===== src/rtl/channel_pulse_detector.sv =====
// Threshold-crossing pulse detector: tracks peak, width and start timestamp of each pulse
// and presents one registered event record per pulse over a valid/ready handshake.
module channel_pulse_detector #(
    parameter int TS_WIDTH  = 16,
    parameter int MIN_WIDTH = 2
) (
    input  logic                clk,
    input  logic                reset,
    input  logic                i_Enable,
    input  logic [7:0]          i_AdcSample,
    input  logic [7:0]          i_Threshold,
    input  logic                i_Ready,
    output logic                o_Valid,
    output logic [7:0]          o_Peak,
    output logic [7:0]          o_Width,
    output logic [TS_WIDTH-1:0] o_Timestamp,
    output logic [7:0]          o_Missed,
    output logic                o_Busy
);

    typedef enum logic [1:0] {
        S_IDLE,
        S_ACTIVE,
        S_REPORT
    } state_e;

    localparam logic [7:0] MIN_W = 8'(MIN_WIDTH);

    state_e              state_q, state_d;
    logic [TS_WIDTH-1:0] ts_cnt_q, ts_cnt_d;
    logic                prev_above_q;
    logic [7:0]          peak_q, peak_d;
    logic [7:0]          width_q, width_d;
    logic [TS_WIDTH-1:0] start_ts_q, start_ts_d;
    logic [7:0]          rec_peak_q, rec_peak_d;
    logic [7:0]          rec_width_q, rec_width_d;
    logic [TS_WIDTH-1:0] rec_ts_q, rec_ts_d;
    logic [7:0]          missed_q, missed_d;
    logic                valid_q, busy_q;
    logic                above, rise;

    assign above    = (i_AdcSample > i_Threshold);
    assign rise     = above && !prev_above_q;
    assign ts_cnt_d = ts_cnt_q + 1'b1;

    always_comb begin
        state_d     = state_q;
        peak_d      = peak_q;
        width_d     = width_q;
        start_ts_d  = start_ts_q;
        rec_peak_d  = rec_peak_q;
        rec_width_d = rec_width_q;
        rec_ts_d    = rec_ts_q;
        missed_d    = missed_q;
        case (state_q)
            S_IDLE: begin
                if (i_Enable && rise) begin
                    state_d    = S_ACTIVE;
                    start_ts_d = ts_cnt_q;
                    peak_d     = i_AdcSample;
                    width_d    = 8'd1;
                end
            end
            S_ACTIVE: begin
                // Disable wins over the sample compare and drops the pulse silently.
                if (!i_Enable) begin
                    state_d = S_IDLE;
                end else if (above) begin
                    if (width_q != 8'hFF) width_d = width_q + 8'd1;
                    if (i_AdcSample > peak_q) peak_d = i_AdcSample;
                end else if (width_q >= MIN_W) begin
                    state_d     = S_REPORT;
                    rec_peak_d  = peak_q;
                    rec_width_d = width_q;
                    rec_ts_d    = start_ts_q;
                end else begin
                    state_d = S_IDLE;
                end
            end
            S_REPORT: begin
                if (rise && missed_q != 8'hFF) missed_d = missed_q + 8'd1;
                if (i_Ready) state_d = S_IDLE;
            end
            default: state_d = S_IDLE;
        endcase
    end

    always_ff @(posedge clk) begin
        if (reset) begin
            state_q      <= S_IDLE;
            ts_cnt_q     <= '0;
            prev_above_q <= 1'b1;
            peak_q       <= '0;
            width_q      <= '0;
            start_ts_q   <= '0;
            rec_peak_q   <= '0;
            rec_width_q  <= '0;
            rec_ts_q     <= '0;
            missed_q     <= '0;
            valid_q      <= 1'b0;
            busy_q       <= 1'b0;
        end else begin
            state_q      <= state_d;
            ts_cnt_q     <= ts_cnt_d;
            prev_above_q <= above;
            peak_q       <= peak_d;
            width_q      <= width_d;
            start_ts_q   <= start_ts_d;
            rec_peak_q   <= rec_peak_d;
            rec_width_q  <= rec_width_d;
            rec_ts_q     <= rec_ts_d;
            missed_q     <= missed_d;
            valid_q      <= (state_d == S_REPORT);
            busy_q       <= (state_d != S_IDLE);
        end
    end

    assign o_Valid     = valid_q;
    assign o_Busy      = busy_q;
    assign o_Peak      = rec_peak_q;
    assign o_Width     = rec_width_q;
    assign o_Timestamp = rec_ts_q;
    assign o_Missed    = missed_q;

endmodule

===== config.mk =====
export PLATFORM = sky130hd
export DESIGN_NAME = channel_pulse_detector
export DESIGN_NICKNAME = d
export VERILOG_FILES = /design/src/rtl/channel_pulse_detector.sv
export SDC_FILE = /design/constraint.sdc
export NUM_CORES = 1
export LEC_CHECK = 0
export BUFFER_PORTS_ARGS = -buffer_cell sky130_fd_sc_hd__buf_2
export CORE_MARGIN = 2
export CORE_UTILIZATION = 50
export CTS_CLUSTER_SIZE = 30
export DETAILED_ROUTE_END_ITERATION = 12
export GPL_ROUTABILITY_DRIVEN = 0
export PLACE_DENSITY = 0.7
export SLEW_MARGIN = 30
export SYNTH_ARGS = -nofsm -noshare
export SYNTH_HDL_FRONTEND = slang
export SYNTH_SLANG_ARGS = --single-unit

===== constraint.sdc =====
create_clock -name clk -period 3.35 [get_ports clk]
set_input_delay 0.8375 -clock clk [delete_from_list [all_inputs] [get_ports clk]]
set_output_delay 0.8375 -clock clk [all_outputs]
set_load 0.005 [all_outputs]

==> results of run 1 <==
power by group:
part           switching (mW)  internal (mW)  total [mW]  leakage [nW]
clock                   0.400          0.367       0.767        0.0959
sequential            0.00968           1.11        1.12         0.750
combinational          0.0876         0.0502       0.138          1.25
placed cells by master, fill, tap and decap left out, types with 2 or more instances in the layout:
cell type / count
sky130_fd_sc_hd__nand2_1: 98
sky130_fd_sc_hd__dfxtp_1: 93
sky130_fd_sc_hd__buf_2: 61
sky130_fd_sc_hd__mux2i_1: 57
sky130_fd_sc_hd__nor2_1: 38
sky130_fd_sc_hd__inv_1: 22
sky130_fd_sc_hd__a21oi_1: 22
sky130_fd_sc_hd__ha_1: 20
sky130_fd_sc_hd__o21ai_0: 13
sky130_fd_sc_hd__clkbuf_8: 10
sky130_fd_sc_hd__nand4_1: 9
sky130_fd_sc_hd__nor2b_1: 8
sky130_fd_sc_hd__nand3_1: 8
sky130_fd_sc_hd__xor2_1: 7
sky130_fd_sc_hd__buf_4: 7
sky130_fd_sc_hd__nor3_1: 6
sky130_fd_sc_hd__or3_1: 6
sky130_fd_sc_hd__and3_1: 4
sky130_fd_sc_hd__a21o_1: 4
sky130_fd_sc_hd__mux2_2: 4
sky130_fd_sc_hd__or2_2: 3
sky130_fd_sc_hd__xnor2_1: 3
sky130_fd_sc_hd__nor4_1: 3
sky130_fd_sc_hd__nor3b_1: 3
sky130_fd_sc_hd__o211ai_1: 2
sky130_fd_sc_hd__o21ai_2: 2
sky130_fd_sc_hd__nand4_2: 2
sky130_fd_sc_hd__nor4b_1: 2
sky130_fd_sc_hd__a31o_2: 2
sky130_fd_sc_hd__clkinvlp_4: 2
logic make-up (layout without fill, tap and decap cells):
group / after synthesis / in the layout / share of synthesized area, %
AO/OA/AOI/OAI: 56 / 56 / 8.32
multiplexers: 61 / 61 / 14.3
adder cells (fa/ha/maj): 20 / 20 / 5.82
flip-flops: 93 / 93 / 43.3
AND/OR/NAND/NOR: 195 / 195 / 21.2
XOR/XNOR: 10 / 10 / 2.04
buffers and inverters: 47 / 107 / 5.03
layer usage:
metal  up-vias  part of all wire, %
met3        12                  3.8
met4         0                  1.7
li1       1753                    -
met2        58                   50
met5         -                    0
met1      1619                   45
critical path, stage by stage:
cell                       delay [ns]
sky130_fd_sc_hd__buf_2           0.12
sky130_fd_sc_hd__ha_1            0.30
sky130_fd_sc_hd__nor2b_1         0.14
sky130_fd_sc_hd__o211ai_1        0.24
sky130_fd_sc_hd__a21oi_4         0.12
sky130_fd_sc_hd__o21ai_2         0.47
sky130_fd_sc_hd__and4_2          0.34
sky130_fd_sc_hd__buf_4           0.32
sky130_fd_sc_hd__mux2i_1         0.23
final cells by class:
| class | instances | area [um2] |
|---|---|---|
| Clock inverter | 5 | 58.8 |
| Inverter | 23 | 86.3 |
| Clock buffer | 11 | 141 |
| Fill cell | 749 | 3400 |
| Sequential cell | 93 | 1860 |
| Multi-Input combinational cell | 342 | 2220 |
| Tap cell | 105 | 131 |
| Timing Repair Buffer | 68 | 358 |
flip-flops by register name (all words and copies together), names as in the netlist:
| signal | flops |
|---|---|
| start_ts_q | 16 |
| o_Peak | 8 |
| state_q | 2 |
| prev_above_q | 1 |
| o_Width | 8 |
| width_q | 8 |
| o_Missed | 8 |
| ts_cnt_q | 16 |
| o_Timestamp | 16 |
| o_Valid | 1 |
| peak_q | 8 |
| o_Busy | 1 |
worst min path at each step:
stage | slack [ns] | cells after the start | startpoint | to
CTS | 0.46 | 2 | o_Timestamp[0] | o_Timestamp[0]
global placement | 0.44 | 2 | o_Timestamp[8] | o_Timestamp[8]
floorplan | 0.44 | 1 | ts_cnt_q[0] | ts_cnt_q[0]
global route | 0.48 | 2 | o_Width[5] | o_Width[5]
detailed placement | 0.45 | 2 | o_Timestamp[0] | o_Timestamp[0]
finish | 0.46 | 2 | o_Timestamp[0] | o_Timestamp[0]
per-stage QoR:
step / area [um2] / cells
floorplan: 4300 / 482
detailed placement: 4660 / 631
finish: 4860 / 647
global placement: 4660 / 631
global route: 4860 / 647
CTS: 4860 / 647
==> results.py, run 1 <==
metrics = {
    "timing": {
        "setup_ws_ns": 0.518,
        "fin_tns_setup_ns": 0,
        "tightest_slew_ns": 0.562,
        "tmin_final_ns": 2.83,
        "finalMaxSlewViolations": 0,
        "timing.clock.skew_ns": 0.00868,
        "hold-worst-slack_ns": 0.456,
        "worst_slew_margin_rel_pct": 62.5,
        "final_period_util_pct": 84.6,
        "report.final.setup_viol": 0,
        "fmax_mhz": 353,
        "hold_viol_final": 0,
        "unrepaired_setup_endpoints_after_global_routing": "false",
    },
    "critical_path": {
        "cp.required_ns": 3.65,
        "r2r_start": "width_q[0]",
        "timing.critical_path.arrival_ns": 3.13,
        "worst-path-max-fanout": 19,
        "rr_endpoint": "width_q[2]",
        "worstSetupEndpointType": "register",
        "reg2reg_setup_slack_ns": 1.30,
        "worstSetupStartpointType": "input pin",
        "path_class": "in -> reg",
        "worst_setup_path_endpoint": "o_Width[0]",
        "critPathLaunch": "i_AdcSample[1]",
        "worst-r2r-cell-count": 7,
    },
    "floorplan": {
        "die_h_um": 96.7,
        "fp-row-count": 33,
        "ioPinCount": 62,
        "die_x_um": 96.7,
        "initial_utilization_pct": 52.1,
        "area_of_the_die_um2": 9360,
        "core-area_um2": 8260,
    },
    "yosys": {
        "postSynth.asyncResetShare_pct": 0,
        "yosysMostFrequentCell": "sky130_fd_sc_hd__nand2_1",
        "synth_edf_count": 0,
        "postSynthRegisterBits": 93,
        "yosys.cell_types.count": 47,
        "mappedNetlistArea_um2": 4300,
        "synth_ff_type": "sky130_fd_sc_hd__dfxtp_1",
        "netlist_top_cells_count": "sky130_fd_sc_hd__nand2_1, sky130_fd_sc_hd__dfxtp_1, sky130_fd_sc_hd__mux2i_1, sky130_fd_sc_hd__nor2_1",
        "synth_top_area_share_pct": 43.3,
        "seq_area_frac_synth_pct": 43.3,
        "synthesis.nets": 522,
        "yosys.area.top_type": "sky130_fd_sc_hd__dfxtp_1",
        "synth.yosys.warnings": 0,
        "synth.avg_cell_area_um2": 8.92,
        "synthTopCellsByArea": "sky130_fd_sc_hd__dfxtp_1, sky130_fd_sc_hd__mux2i_1, sky130_fd_sc_hd__nand2_1",
        "synth_cells": 482,
    },
    "detailed_routing": {
        "routed_wire_length_per_instance_um": 13.3,
        "drt_iter0_markers": 129,
        "ant_nets": 0,
        "remaining_drc_errors": 0,
        "routed_wl_um": 8600,
        "detailroute.via_count": 3442,
        "firstDrtPassIters": 4,
        "viasPerCell": 5.32,
    },
    "clock_network": {
        "post_cts.repair.setup_buffers": 0,
        "ctsRootBufferMaster": "sky130_fd_sc_hd__clkbuf_8",
        "cts_resized": 0,
        "total_clock_sinks": 93,
        "max-clock-path-buffers": 2,
        "clock_tree_from_tritoncts": "yes",
        "clock_latency_late_sink_ns": 0.37,
        "postCtsHoldBufs": 0,
        "tritoncts.num_buffers": 9,
        "h_tree_level_count": 3,
        "worst_setup_hold_path_clk_slew_ns": 0.09,
    },
    "power": {
        "p_leak_nw": 2.10,
        "power.density_nw_per_um2": 417,
        "power_mw": 2.03,
        "vdd_ir_drop_max_mv": 0.185,
    },
    "layout": {
        "final_net_count": 577,
        "post_route_cells_drive_above_1_share_pct": 19.0,
        "layout.core_utilization_pct": 58.9,
        "synthToLayoutAreaGrowth_pct": 13.0,
        "antenna_cells": 0,
    },
    "global_route": {
        "grt.busiest_layer": "met2",
        "globalRouteOverflowTotal": 0,
        "first_global_vias": 3290,
        "grt_max_degree": 48,
        "groute.layer.met2.usage_pct": 32.9,
        "groute.layer.met3.usage_pct": 4.34,
        "global_route.usage.met1_pct": 23.3,
        "global_route.usage.total_pct": 19.1,
        "grt_pass1_wl_um": 14900,
        "grt_antenna_before_repair": 0,
    },
    "run_status": {
        "run_status": "finished, final reports clean",
    },
    "run": {
        "max_cap_viol_count": 0,
    },
    "place": {
        "buffer_ports.inserted": 61,
        "preCtsSetupSlack_ns": 0.133,
        "post-dp-hpwl_um": 6140,
    },
    "min_path": {
        "worstHoldPathType": "reg -> reg",
    },
}
Note: power is estimated with default switching activity, not from simulation.
==> inputs of run 2 (changes only) <==
clock period = 2.75 ns   (was 3.35 ns; I/O delays follow)
==> run 2 against run 1 <==
Cell count up 0.46%. Register-to-register slack worse by 0.61 ns. Worst hold slack worse by 0.0018 ns. Critical endpoint is now o_Timestamp[12]. Non-clock buffer count up 3.
==> results.py, run 2 (same netlist as run 1, synthesis figures left out) <==
metrics = {
    "run_status": {
        "run_status": "finished, final reports clean",
    },
    "clock_network": {
        "postCtsHoldBufs": 0,
        "total_clock_sinks": 93,
        "ctsRootBufferMaster": "sky130_fd_sc_hd__clkbuf_8",
        "clock_latency_late_sink_ns": 0.36,
        "clock_tree_from_tritoncts": "yes",
        "tritoncts.num_buffers": 9,
        "cts_resized": 0,
        "post_cts.repair.setup_buffers": 0,
        "h_tree_level_count": 3,
        "max-clock-path-buffers": 2,
        "worst_setup_hold_path_clk_slew_ns": 0.08,
    },
    "layout": {
        "antenna_cells": 0,
        "layout_common_cells": "sky130_fd_sc_hd__nand2_1, sky130_fd_sc_hd__dfxtp_1, sky130_fd_sc_hd__buf_2, sky130_fd_sc_hd__mux2i_1, sky130_fd_sc_hd__nor2_1",
        "synthToLayoutAreaGrowth_pct": 15.8,
        "post_route_cells_drive_above_1_share_pct": 19.4,
        "final.fill_count": 746,
        "final_cell_count_no_fill": 650,
        "final_net_count": 580,
        "mostFrequentLayoutCell": "sky130_fd_sc_hd__nand2_1",
    },
    "floorplan": {
        "core-area_um2": 8260,
        "area_of_the_die_um2": 9360,
        "fp-row-count": 33,
        "die_x_um": 96.7,
        "ioPinCount": 62,
        "die_h_um": 96.7,
        "initial_utilization_pct": 52.1,
    },
    "global_route": {
        "first_global_vias": 3202,
        "globalRouteOverflowTotal": 0,
        "global_route.usage.total_pct": 18.6,
        "grt_max_degree": 48,
        "grt_antenna_before_repair": 0,
        "grt_pass1_wl_um": 14600,
    },
    "min_path": {
        "worstHoldPathType": "reg -> reg",
    },
    "timing": {
        "unrepaired_setup_endpoints_after_global_routing": "false",
        "report.final.setup_viol": 0,
        "finalMaxSlewViolations": 0,
        "tmin_final_ns": 2.51,
        "timing.clock.skew_ns": 0.0126,
        "fmax_mhz": 398,
        "final_period_util_pct": 91.4,
        "tightest_slew_ns": 0.568,
        "hold_viol_final": 0,
        "hold-worst-slack_ns": 0.455,
        "fin_tns_setup_ns": 0,
        "worst_slew_margin_rel_pct": 62.1,
    },
    "critical_path": {
        "timing.critical_path.arrival_ns": 2.80,
        "worstSetupStartpointType": "input pin",
        "cp.required_ns": 3.03,
        "worstSetupEndpointType": "register",
        "reg2reg_setup_slack_ns": 0.69,
        "worst-path-max-fanout": 15,
        "path_class": "in -> reg",
    },
    "detailed_routing": {
        "remaining_drc_errors": 0,
        "viasPerCell": 5.28,
        "drt_iter0_markers": 115,
        "routed_wire_length_per_instance_um": 13.1,
        "routed_wl_um": 8500,
        "ant_nets": 0,
        "detailroute.via_count": 3432,
        "firstDrtPassIters": 4,
    },
    "power": {
        "vdd_ir_drop_max_mv": 0.251,
        "power_mw": 2.65,
        "p_leak_nw": 2.16,
        "power.density_nw_per_um2": 532,
    },
    "run": {
        "max_cap_viol_count": 0,
    },
    "place": {
        "placed_cells_incl_taps": 634,
        "post-dp-hpwl_um": 6080,
        "buffer_ports.inserted": 61,
    },
}
## run 2: cell count changes in the layout (fill, tap and decap cells not counted)
cell / previous run / this run
sky130_fd_sc_hd__buf_4: 7 / 6
sky130_fd_sc_hd__clkinvlp_4: 2 / 1
sky130_fd_sc_hd__buf_12: 0 / 4
sky130_fd_sc_hd__clkinv_2: 1 / 0
sky130_fd_sc_hd__bufinv_16: 1 / 3
## run 2: area by class of cell
class / count / area (um2) / area share (%)
Clock buffer: 11 / 141 / 2.84
Inverter: 23 / 86.3 / 1.73
Sequential cell: 93 / 1860 / 37.4
Multi-Input combinational cell: 342 / 2220 / 44.6
Timing Repair Buffer: 71 / 430 / 8.64
Tap cell: 105 / 131 / 2.64
Clock inverter: 5 / 106 / 2.14
## run 2: path summary, 6_finish.rpt
path | endpoint | startpoint | cells past startpoint
setup / recovery | o_Timestamp[12] | i_AdcSample[1] | 9
hold / removal | o_Timestamp[9] | o_Timestamp[9] | 2
setup reg to reg | width_q[3] | width_q[0] | 8
hold reg to reg | o_Timestamp[9] | o_Timestamp[9] | 2
## run 2: metal layers
| metal | vias to the layer above | share of wire [%] | GRT usage (%) |
|---|---|---|---|
| li1 | 1759 | - | - |
| met1 | 1609 | 46 | 24.1 |
| met2 | 52 | 49 | 30.6 |
| met3 | 12 | 3.5 | 3.90 |
| met4 | 0 | 1.4 | 6.83 |
| met5 | - | 0 | 0 |
## run 2: critical path: stages
cell                       delay, ns
sky130_fd_sc_hd__buf_2          0.12
sky130_fd_sc_hd__ha_1           0.31
sky130_fd_sc_hd__nor2b_1        0.14
sky130_fd_sc_hd__o211ai_1       0.24
sky130_fd_sc_hd__a21oi_4        0.09
sky130_fd_sc_hd__o21ai_2        0.43
sky130_fd_sc_hd__and4_2         0.40
sky130_fd_sc_hd__buf_12         0.19
sky130_fd_sc_hd__mux2i_1        0.20
## run 2: where the power goes
part / internal (mW) / switching, mW / total [mW]
clock: 0.632 / 0.469 / 1.10
sequential: 1.36 / 0.0119 / 1.37
combinational: 0.0685 / 0.109 / 0.177
total: 2.06 / 0.590 / 2.65
## run 2: through the flow
| stage | setup WS (ns) | area (um2) | util [%] |
|---|---|---|---|
| after global placement | -0.0422 | 4730 | 57.3 |
| final | 0.237 | 4980 | 60.3 |
| after detailed placement | -0.134 | 4730 | 57.3 |
| after CTS | 0.239 | 4980 | 60.3 |
| after floorplan | 0.399 | 4300 | - |
| after global routing | 0.0635 | 4980 | 60.3 |
